### config.mk
export PLATFORM = sky130hd
export DESIGN_NAME = ps2_scan_sequencer_flat
export DESIGN_NICKNAME = d
export VERILOG_FILES = /design/src/rtl/ps2_scan_sequencer_pkg.sv /design/src/rtl/ps2_scan_sequencer_if.sv /design/src/rtl/ps2_scan_sequencer.sv /design/src/flat_wrapper.sv
export SDC_FILE = /design/constraint.sdc
export NUM_CORES = 1
export LEC_CHECK = 0
export BUFFER_PORTS_ARGS = -buffer_cell sky130_fd_sc_hd__buf_2
export CORE_ASPECT_RATIO = 0.8
export CORE_MARGIN = 8
export CORE_UTILIZATION = 50
export DETAILED_ROUTE_END_ITERATION = 12
export GPL_ROUTABILITY_DRIVEN = 1
export PLACE_DENSITY_LB_ADDON = 0.3
export SYNTH_ARGS = -nofsm -noshare
export SYNTH_HDL_FRONTEND = slang
export SYNTH_SLANG_ARGS = --single-unit
### constraint.sdc
create_clock -name clk -period 1.9 [get_ports clk]
set_input_delay 0 -clock clk [delete_from_list [all_inputs] [get_ports clk]]
set_output_delay 0 -clock clk [all_outputs]
set_load 0.01 [all_outputs]
### src/rtl/ps2_scan_sequencer_pkg.sv
// Shared constants and types for the PS/2 scan-code sequencer.
// Latency: n/a (declarations only).
// Backpressure: n/a.
// Contents: scan-code constants, FSM state encoding, held-key type and a
// helper that flags byte values that never occur as a legal scan code.
package ps2_scan_sequencer_pkg;

  localparam logic [7:0] SC_EXT    = 8'hE0;
  localparam logic [7:0] SC_BRK    = 8'hF0;
  localparam logic [7:0] SC_PAUSE  = 8'hE1;
  localparam logic [7:0] SC_LSHIFT = 8'h12;
  localparam logic [7:0] SC_RSHIFT = 8'h59;
  localparam logic [7:0] SC_CAPS   = 8'h58;

  typedef enum logic [1:0] {
    S_IDLE = 2'd0,
    S_POP  = 2'd1,
    S_GAP  = 2'd2,
    S_EMIT = 2'd3
  } state_e;

  // Key identity used for repeat detection: the E0 prefix distinguishes
  // e.g. keypad arrows from their non-extended twins.
  typedef struct packed {
    logic       ext;
    logic [7:0] code;
  } key_t;

  // Pause (E1) is not assembled, and 00/FF are keyboard error/overrun codes.
  function automatic logic is_bad_byte(input logic [7:0] b);
    return (b == SC_PAUSE) || (b == 8'h00) || (b == 8'hFF);
  endfunction

endpackage

### src/rtl/ps2_scan_sequencer_if.sv
// Bundle of the FIFO-side pop interface and the key-event output handshake.
// Latency: n/a (wiring only).
// Backpressure: evt_valid/evt_ready; FIFO side is a level ready plus an active-low pop.
// Ports: master = sequencer (drives ps2_nextdata_n and evt_*/trackers),
//        slave  = FIFO + consumer side (drives ps2_ready/data/overflow, evt_ready).
interface ps2_scan_sequencer_if #(
  parameter int CNT_W = 8
);
  logic             ps2_ready;
  logic [7:0]       ps2_data;
  logic             ps2_overflow;
  logic             ps2_nextdata_n;
  logic             evt_valid;
  logic             evt_ready;
  logic [7:0]       evt_code;
  logic             evt_ext;
  logic             evt_break;
  logic             evt_repeat;
  logic             shift_held;
  logic             caps_lock;
  logic [CNT_W-1:0] key_count;
  logic             err;

  modport master (
    input  ps2_ready, ps2_data, ps2_overflow, evt_ready,
    output ps2_nextdata_n, evt_valid, evt_code, evt_ext, evt_break, evt_repeat,
           shift_held, caps_lock, key_count, err
  );

  modport slave (
    output ps2_ready, ps2_data, ps2_overflow, evt_ready,
    input  ps2_nextdata_n, evt_valid, evt_code, evt_ext, evt_break, evt_repeat,
           shift_held, caps_lock, key_count, err
  );
endinterface

### src/rtl/ps2_scan_sequencer.sv
// Pops scan-code bytes, folds E0/F0 prefixes into key events, tracks shift/caps/held key.
// Latency: event valid 2 cycles after the pop is issued; prefix bytes cost 3 cycles each.
// Backpressure: while an event waits for evt_ready no further pops are issued.
// Ports: clk, rst (async, active-high); bus (master modport) carries the FIFO
//        pop interface, the event handshake and the shift/caps/count/err trackers.
module ps2_scan_sequencer
  import ps2_scan_sequencer_pkg::*;
#(
  parameter int REPEAT_FILTER = 1,
  parameter int CNT_W         = 8
) (
  input  logic                 clk,
  input  logic                 rst,
  ps2_scan_sequencer_if.master bus
);

  state_e           state_q;
  logic [7:0]       byte_q;
  logic             ext_q, brk_q;
  logic             nd_n_q;
  logic             vld_q;
  logic [7:0]       code_q;
  logic             evt_ext_q, evt_brk_q;
  key_t             held_q;
  logic             held_v_q;
  logic             lsh_q, rsh_q, caps_q;
  logic [CNT_W-1:0] cnt_q;
  logic             err_q;

  key_t evt_key;
  logic is_rep;

  assign evt_key = key_t'({evt_ext_q, code_q});
  // Only a make can be a repeat; vld_q is high exactly while in S_EMIT.
  assign is_rep  = vld_q && !evt_brk_q && (REPEAT_FILTER != 0) &&
                   held_v_q && (held_q == evt_key);

  always_ff @(posedge clk or posedge rst) begin
    if (rst) begin
      state_q   <= S_IDLE;
      byte_q    <= 8'h00;
      ext_q     <= 1'b0;
      brk_q     <= 1'b0;
      nd_n_q    <= 1'b1;
      vld_q     <= 1'b0;
      code_q    <= 8'h00;
      evt_ext_q <= 1'b0;
      evt_brk_q <= 1'b0;
      held_q    <= '0;
      held_v_q  <= 1'b0;
      lsh_q     <= 1'b0;
      rsh_q     <= 1'b0;
      caps_q    <= 1'b0;
      cnt_q     <= '0;
      err_q     <= 1'b0;
    end else begin
      if (bus.ps2_overflow) err_q <= 1'b1;

      case (state_q)
        S_IDLE: begin
          if (bus.ps2_ready) begin
            byte_q  <= bus.ps2_data;
            nd_n_q  <= 1'b0;
            state_q <= S_POP;
          end
        end

        S_POP: begin
          nd_n_q <= 1'b1;
          if (byte_q == SC_EXT) begin
            // E0 after F0 is out of order: drop the whole partial sequence.
            if (brk_q) begin
              err_q <= 1'b1;
              ext_q <= 1'b0;
              brk_q <= 1'b0;
            end else begin
              ext_q <= 1'b1;
            end
            state_q <= S_GAP;
          end else if (byte_q == SC_BRK) begin
            brk_q   <= 1'b1;
            state_q <= S_GAP;
          end else if (is_bad_byte(byte_q)) begin
            err_q   <= 1'b1;
            ext_q   <= 1'b0;
            brk_q   <= 1'b0;
            state_q <= S_GAP;
          end else begin
            code_q    <= byte_q;
            evt_ext_q <= ext_q;
            evt_brk_q <= brk_q;
            vld_q     <= 1'b1;
            state_q   <= S_EMIT;
          end
        end

        // Lets the FIFO's ready/data reflect the pop before we sample again.
        S_GAP: state_q <= S_IDLE;

        S_EMIT: begin
          if (bus.evt_ready) begin
            vld_q   <= 1'b0;
            ext_q   <= 1'b0;
            brk_q   <= 1'b0;
            state_q <= S_GAP;
            if (!evt_brk_q) begin
              if (!is_rep) begin
                held_q   <= evt_key;
                held_v_q <= 1'b1;
                cnt_q    <= cnt_q + CNT_W'(1);
                if (!evt_ext_q && code_q == SC_CAPS) caps_q <= ~caps_q;
              end
              if (!evt_ext_q && code_q == SC_LSHIFT) lsh_q <= 1'b1;
              if (!evt_ext_q && code_q == SC_RSHIFT) rsh_q <= 1'b1;
            end else begin
              if (held_v_q && held_q == evt_key) held_v_q <= 1'b0;
              if (!evt_ext_q && code_q == SC_LSHIFT) lsh_q <= 1'b0;
              if (!evt_ext_q && code_q == SC_RSHIFT) rsh_q <= 1'b0;
            end
          end
        end

        default: state_q <= S_IDLE;
      endcase
    end
  end

  assign bus.ps2_nextdata_n = nd_n_q;
  assign bus.evt_valid      = vld_q;
  assign bus.evt_code       = code_q;
  assign bus.evt_ext        = evt_ext_q;
  assign bus.evt_break      = evt_brk_q;
  assign bus.evt_repeat     = is_rep;
  assign bus.shift_held     = lsh_q | rsh_q;
  assign bus.caps_lock      = caps_q;
  assign bus.key_count      = cnt_q;
  assign bus.err            = err_q;

endmodule
### src/flat_wrapper.sv
// flat-port wrapper written by rule: the top's interface ports become plain ports
module ps2_scan_sequencer_flat import ps2_scan_sequencer_pkg::*;
#(
  parameter int REPEAT_FILTER = 1,
  parameter int CNT_W         = 8
)
  (clk, rst, bus_ps2_ready, bus_ps2_data, bus_ps2_overflow, bus_evt_ready, bus_ps2_nextdata_n, bus_evt_valid, bus_evt_code, bus_evt_ext, bus_evt_break, bus_evt_repeat, bus_shift_held, bus_caps_lock, bus_key_count, bus_err);
  ps2_scan_sequencer_if #(.CNT_W(CNT_W)) bus_i ();
  input  logic clk;
  input  logic rst;
  input wire logic [$bits(bus_i.ps2_ready)-1:0] bus_ps2_ready;
  input wire logic [$bits(bus_i.ps2_data)-1:0] bus_ps2_data;
  input wire logic [$bits(bus_i.ps2_overflow)-1:0] bus_ps2_overflow;
  input wire logic [$bits(bus_i.evt_ready)-1:0] bus_evt_ready;
  output wire logic [$bits(bus_i.ps2_nextdata_n)-1:0] bus_ps2_nextdata_n;
  output wire logic [$bits(bus_i.evt_valid)-1:0] bus_evt_valid;
  output wire logic [$bits(bus_i.evt_code)-1:0] bus_evt_code;
  output wire logic [$bits(bus_i.evt_ext)-1:0] bus_evt_ext;
  output wire logic [$bits(bus_i.evt_break)-1:0] bus_evt_break;
  output wire logic [$bits(bus_i.evt_repeat)-1:0] bus_evt_repeat;
  output wire logic [$bits(bus_i.shift_held)-1:0] bus_shift_held;
  output wire logic [$bits(bus_i.caps_lock)-1:0] bus_caps_lock;
  output wire logic [$bits(bus_i.key_count)-1:0] bus_key_count;
  output wire logic [$bits(bus_i.err)-1:0] bus_err;
  assign bus_i.ps2_ready = bus_ps2_ready;
  assign bus_i.ps2_data = bus_ps2_data;
  assign bus_i.ps2_overflow = bus_ps2_overflow;
  assign bus_i.evt_ready = bus_evt_ready;
  assign bus_ps2_nextdata_n = bus_i.ps2_nextdata_n;
  assign bus_evt_valid = bus_i.evt_valid;
  assign bus_evt_code = bus_i.evt_code;
  assign bus_evt_ext = bus_i.evt_ext;
  assign bus_evt_break = bus_i.evt_break;
  assign bus_evt_repeat = bus_i.evt_repeat;
  assign bus_shift_held = bus_i.shift_held;
  assign bus_caps_lock = bus_i.caps_lock;
  assign bus_key_count = bus_i.key_count;
  assign bus_err = bus_i.err;
  ps2_scan_sequencer #(.REPEAT_FILTER(REPEAT_FILTER), .CNT_W(CNT_W)) u_core (.clk(clk), .rst(rst), .bus(bus_i));
endmodule
==> impl_metrics.yaml <==
outcome:
  status: "completed"
cells_and_area:
  regArea_mm2: 0.00115
  final_cell_mix: "dfrtp_1 (44), nand2_1 (38), buf_2 (36), buf_4 (30), mux2_2 (18)"
  fin_nets: 289
  drive_above_1_share_pct: 38.4
  finalNonFillerCells: 333
  multi_input_area_um2: 933
  mostFrequentLayoutCell: "dfrtp_1"
  diodes: 0
  fillers: 345
  area_growth_pct: 35.2
synthesis:
  ys_seq_elements: 46
  yosysUniqueCellTypes: 43
  synth-seq-area-share_pct: 54.0
  netlist.area_leader.share_pct: 52.8
  synth_warnings: 0
  yosys.area.top_type: "dfrtp_1"
  synth_edf_count: 0
  synth_cells: 195
  syn_avg_cell_area_um2: 10.9
  async_flop_share_pct: 100
  netlist_top_cells_area: "dfrtp_1 (53%), mux2_2 (9.5%), nand2_1 (6.7%), xor2_1 (6.2%), nor4_1 (1.8%)"
  syn-cell-area_mm2: 0.00213
  ys.flop_type: "dfrtp_1"
  syn_nets: 209
sta:
  skew_ps: 7.74
  slew_viol_final: 0
  worst_pin_slew_ps: 554
  fmax_mhz: 537
  fin_crit_ps: 1860
  timing.setup.tns_ps: 0
  max-slew-margin-rel_pct: 62.8
  hold_viol_final: 0
  period_share_pct: 98.0
  finalSetupViolCount: 0
worst_setup_path:
  crit_path_max_incr_delay_ps: 510
  worstSetupPathType: "reg2reg"
  critPathCaptureType: "flop"
  crit_path_top_delay_cell: "or4_4"
  cp_max_fo: 3
  cp.required_ps: 2090
  startpoint_type: "flop"
  arrival_ps: 2050
  path_cells: "xor2_1 -> nor3_1 -> and4b_2 -> buf_6 -> or4_4 -> xnor2_1"
run:
  cap_viol_max_count: 0
detailed_routing:
  drt_iter0_drc: 74
  drc: 0
  via_count: 1727
  via_per_inst: 5.19
  first_pass_iters: 4
  antenna_left: 0
  wl_per_cell_um: 15.3
  wl_um: 5090
pwr:
  ir_drop_uv: 906
  p_int_w: 0.00297
  switching_share_pct: 36.8
  leakage_nw: 1.39
  power_frac_comb_pct: 45.3
  power.density_mw_per_mm2: 1630
  power_w: 0.00470
  p_clk_share_pct: 18.8
  pwr-share-seq_pct: 36.0
  p_switching_w: 0.00173
cts:
  cts_inserted_buffers: 5
  cts_tree: "yes"
  clockRootBuffer: "clkbuf_8"
  max-clock-path-buffers: 2
  clkLatencyLatePin_ps: 300
  clkSinkCount: 46
  clk_pin_slew_worst_paths_ps: 90
  htree_levels: 2
place:
  dpl.cell_count: 310
  dp_hpwl_um: 3700
  port_buffers: 36
  place_congestion: 0.874
die:
  die_h_um: 74.4
  start_util_pct: 51.4
  dieArea_mm2: 0.00663
  ios: 37
  core_area_mm2: 0.00415
  fp-row-count: 21
  chipWidth_um: 89.0
global_route:
  grt_first_pass_wirelength_um: 8400
  grt_max_degree: 17
  grt_pass1_vias: 1776
  antenna_found_initial: 0
  grtUsageTotal_pct: 16.6
  gr-total-overflow: 0
worst_hold_path:
  hold_class: "in2async"
[logic make-up (layout without fill, tap and decap cells)]
group | Yosys count | in the layout | share of synthesized area, %
and+or+nand+nor | 79 | 79 | 18.9
AOI/OAI and AO/OA | 19 | 19 | 5.87
adders and majority gates | 1 | 1 | 0.586
xor gates and xnor gates | 17 | 17 | 6.98
muxes | 19 | 19 | 9.97
DFF | 46 | 46 | 54.0
buffers and inverters | 14 | 95 | 3.64
[repair_timing]
item | CTS | global route
hold endpoints to repair | 25 | 0
endpoints found under the setup margin | 0 | 27
hold buffers | 12 | 0
resized for setup | 0 | 9
buffers inserted | 0 | 3
[sequential cells by signal, summed over array words and instances, names as in the netlist]
name                       cells
u_core.brk_q                   1
u_core.bus.caps_lock           1
u_core.bus.err                 1
u_core.bus.evt_break           1
u_core.bus.evt_code            8
u_core.bus.evt_ext             1
u_core.bus.evt_valid           1
u_core.bus.key_count           8
u_core.bus.ps2_nextdata_n      1
u_core.byte_q                  8
u_core.ext_q                   1
u_core.held_q                  9
u_core.held_v_q                1
u_core.lsh_q                   1
u_core.rsh_q                   1
u_core.state_q                 2
[stage by stage]
stage                     utilization (%)  setup WS [ps]  area [µm²]  hold slack (ps)
after floorplan                         -           50.5        2130              110
after global placement               61.5           80.9        2550             4.51
after detailed placement             61.5           43.8        2550             3.98
after CTS                            67.8           13.7        2810              224
after global routing                 69.5          -13.9        2880              294
final                                69.5           38.8        2880              242
[metal layers]
layer,track usage [%],vias to the layer above,routed length [µm]
met3,4.19,13,332
met2,26.8,54,2430
met5,0,-,0
li1,-,844,-
met4,7.72,0,120
met1,20.4,816,2200
[path summary, 6_finish.rpt]
| kind | startpoint | to | slack (ps) | cells after the start |
|---|---|---|---|---|
| worst max-delay path | u_core.held_q[2] | u_core.bus.key_count[5] | 40 | 6 |
| worst min-delay path | rst | u_core.state_q[0] | 240 | 3 |
| worst max register to register | u_core.held_q[2] | u_core.bus.key_count[5] | 40 | 6 |
| worst min register to register | u_core.bus.caps_lock | u_core.bus.caps_lock | 460 | 1 |
| max in group asynchronous | rst | u_core.bus.key_count[1] | 1100 | 4 |
| min in group clk | bus_ps2_overflow | u_core.bus.err | 430 | 3 |
[power groups by stage]
stage / combinational [W] / clock [W] / sequential (W)
final: 0.00213 / 0.000882 / 0.00169
after global routing: 0.00235 / 0.000931 / 0.00174
after CTS: 0.00207 / 0.000899 / 0.00168
after detailed placement: 0.00203 / 0 / 0.00170
after global placement: 0.00198 / 0 / 0.00169
after floorplan: 0.00108 / 0 / 0.00180
[cell usage after synthesis, drive strengths merged, types with 2 or more instances]
master,n
dfrtp,45
nand2,38
mux2,18
xor2,15
inv,7
buf,6
nand3,6
nor2,6
nor4,6
nor3,5
o21ai,5
a21oi,4
nand2b,4
or4,4
nand4,3
xnor2,2
[critical path, delay by kind of cell, from the launching register on]
kind / cells / cell delay, ps
simple gates: 3 / 870
flops: 1 / 390
xor+xnor: 2 / 350
buf+inv: 1 / 140
[area by class of cell]
type	instances	share of cell area, %
multi-input combinational	135	32.4
clock buffer	6	2.86
tap	57	2.47
inverter	7	0.911
sequential	46	40.0
timing repair buffer	80	19.3
clock inverter	2	2.08
(Power assumes the default switching activity.)
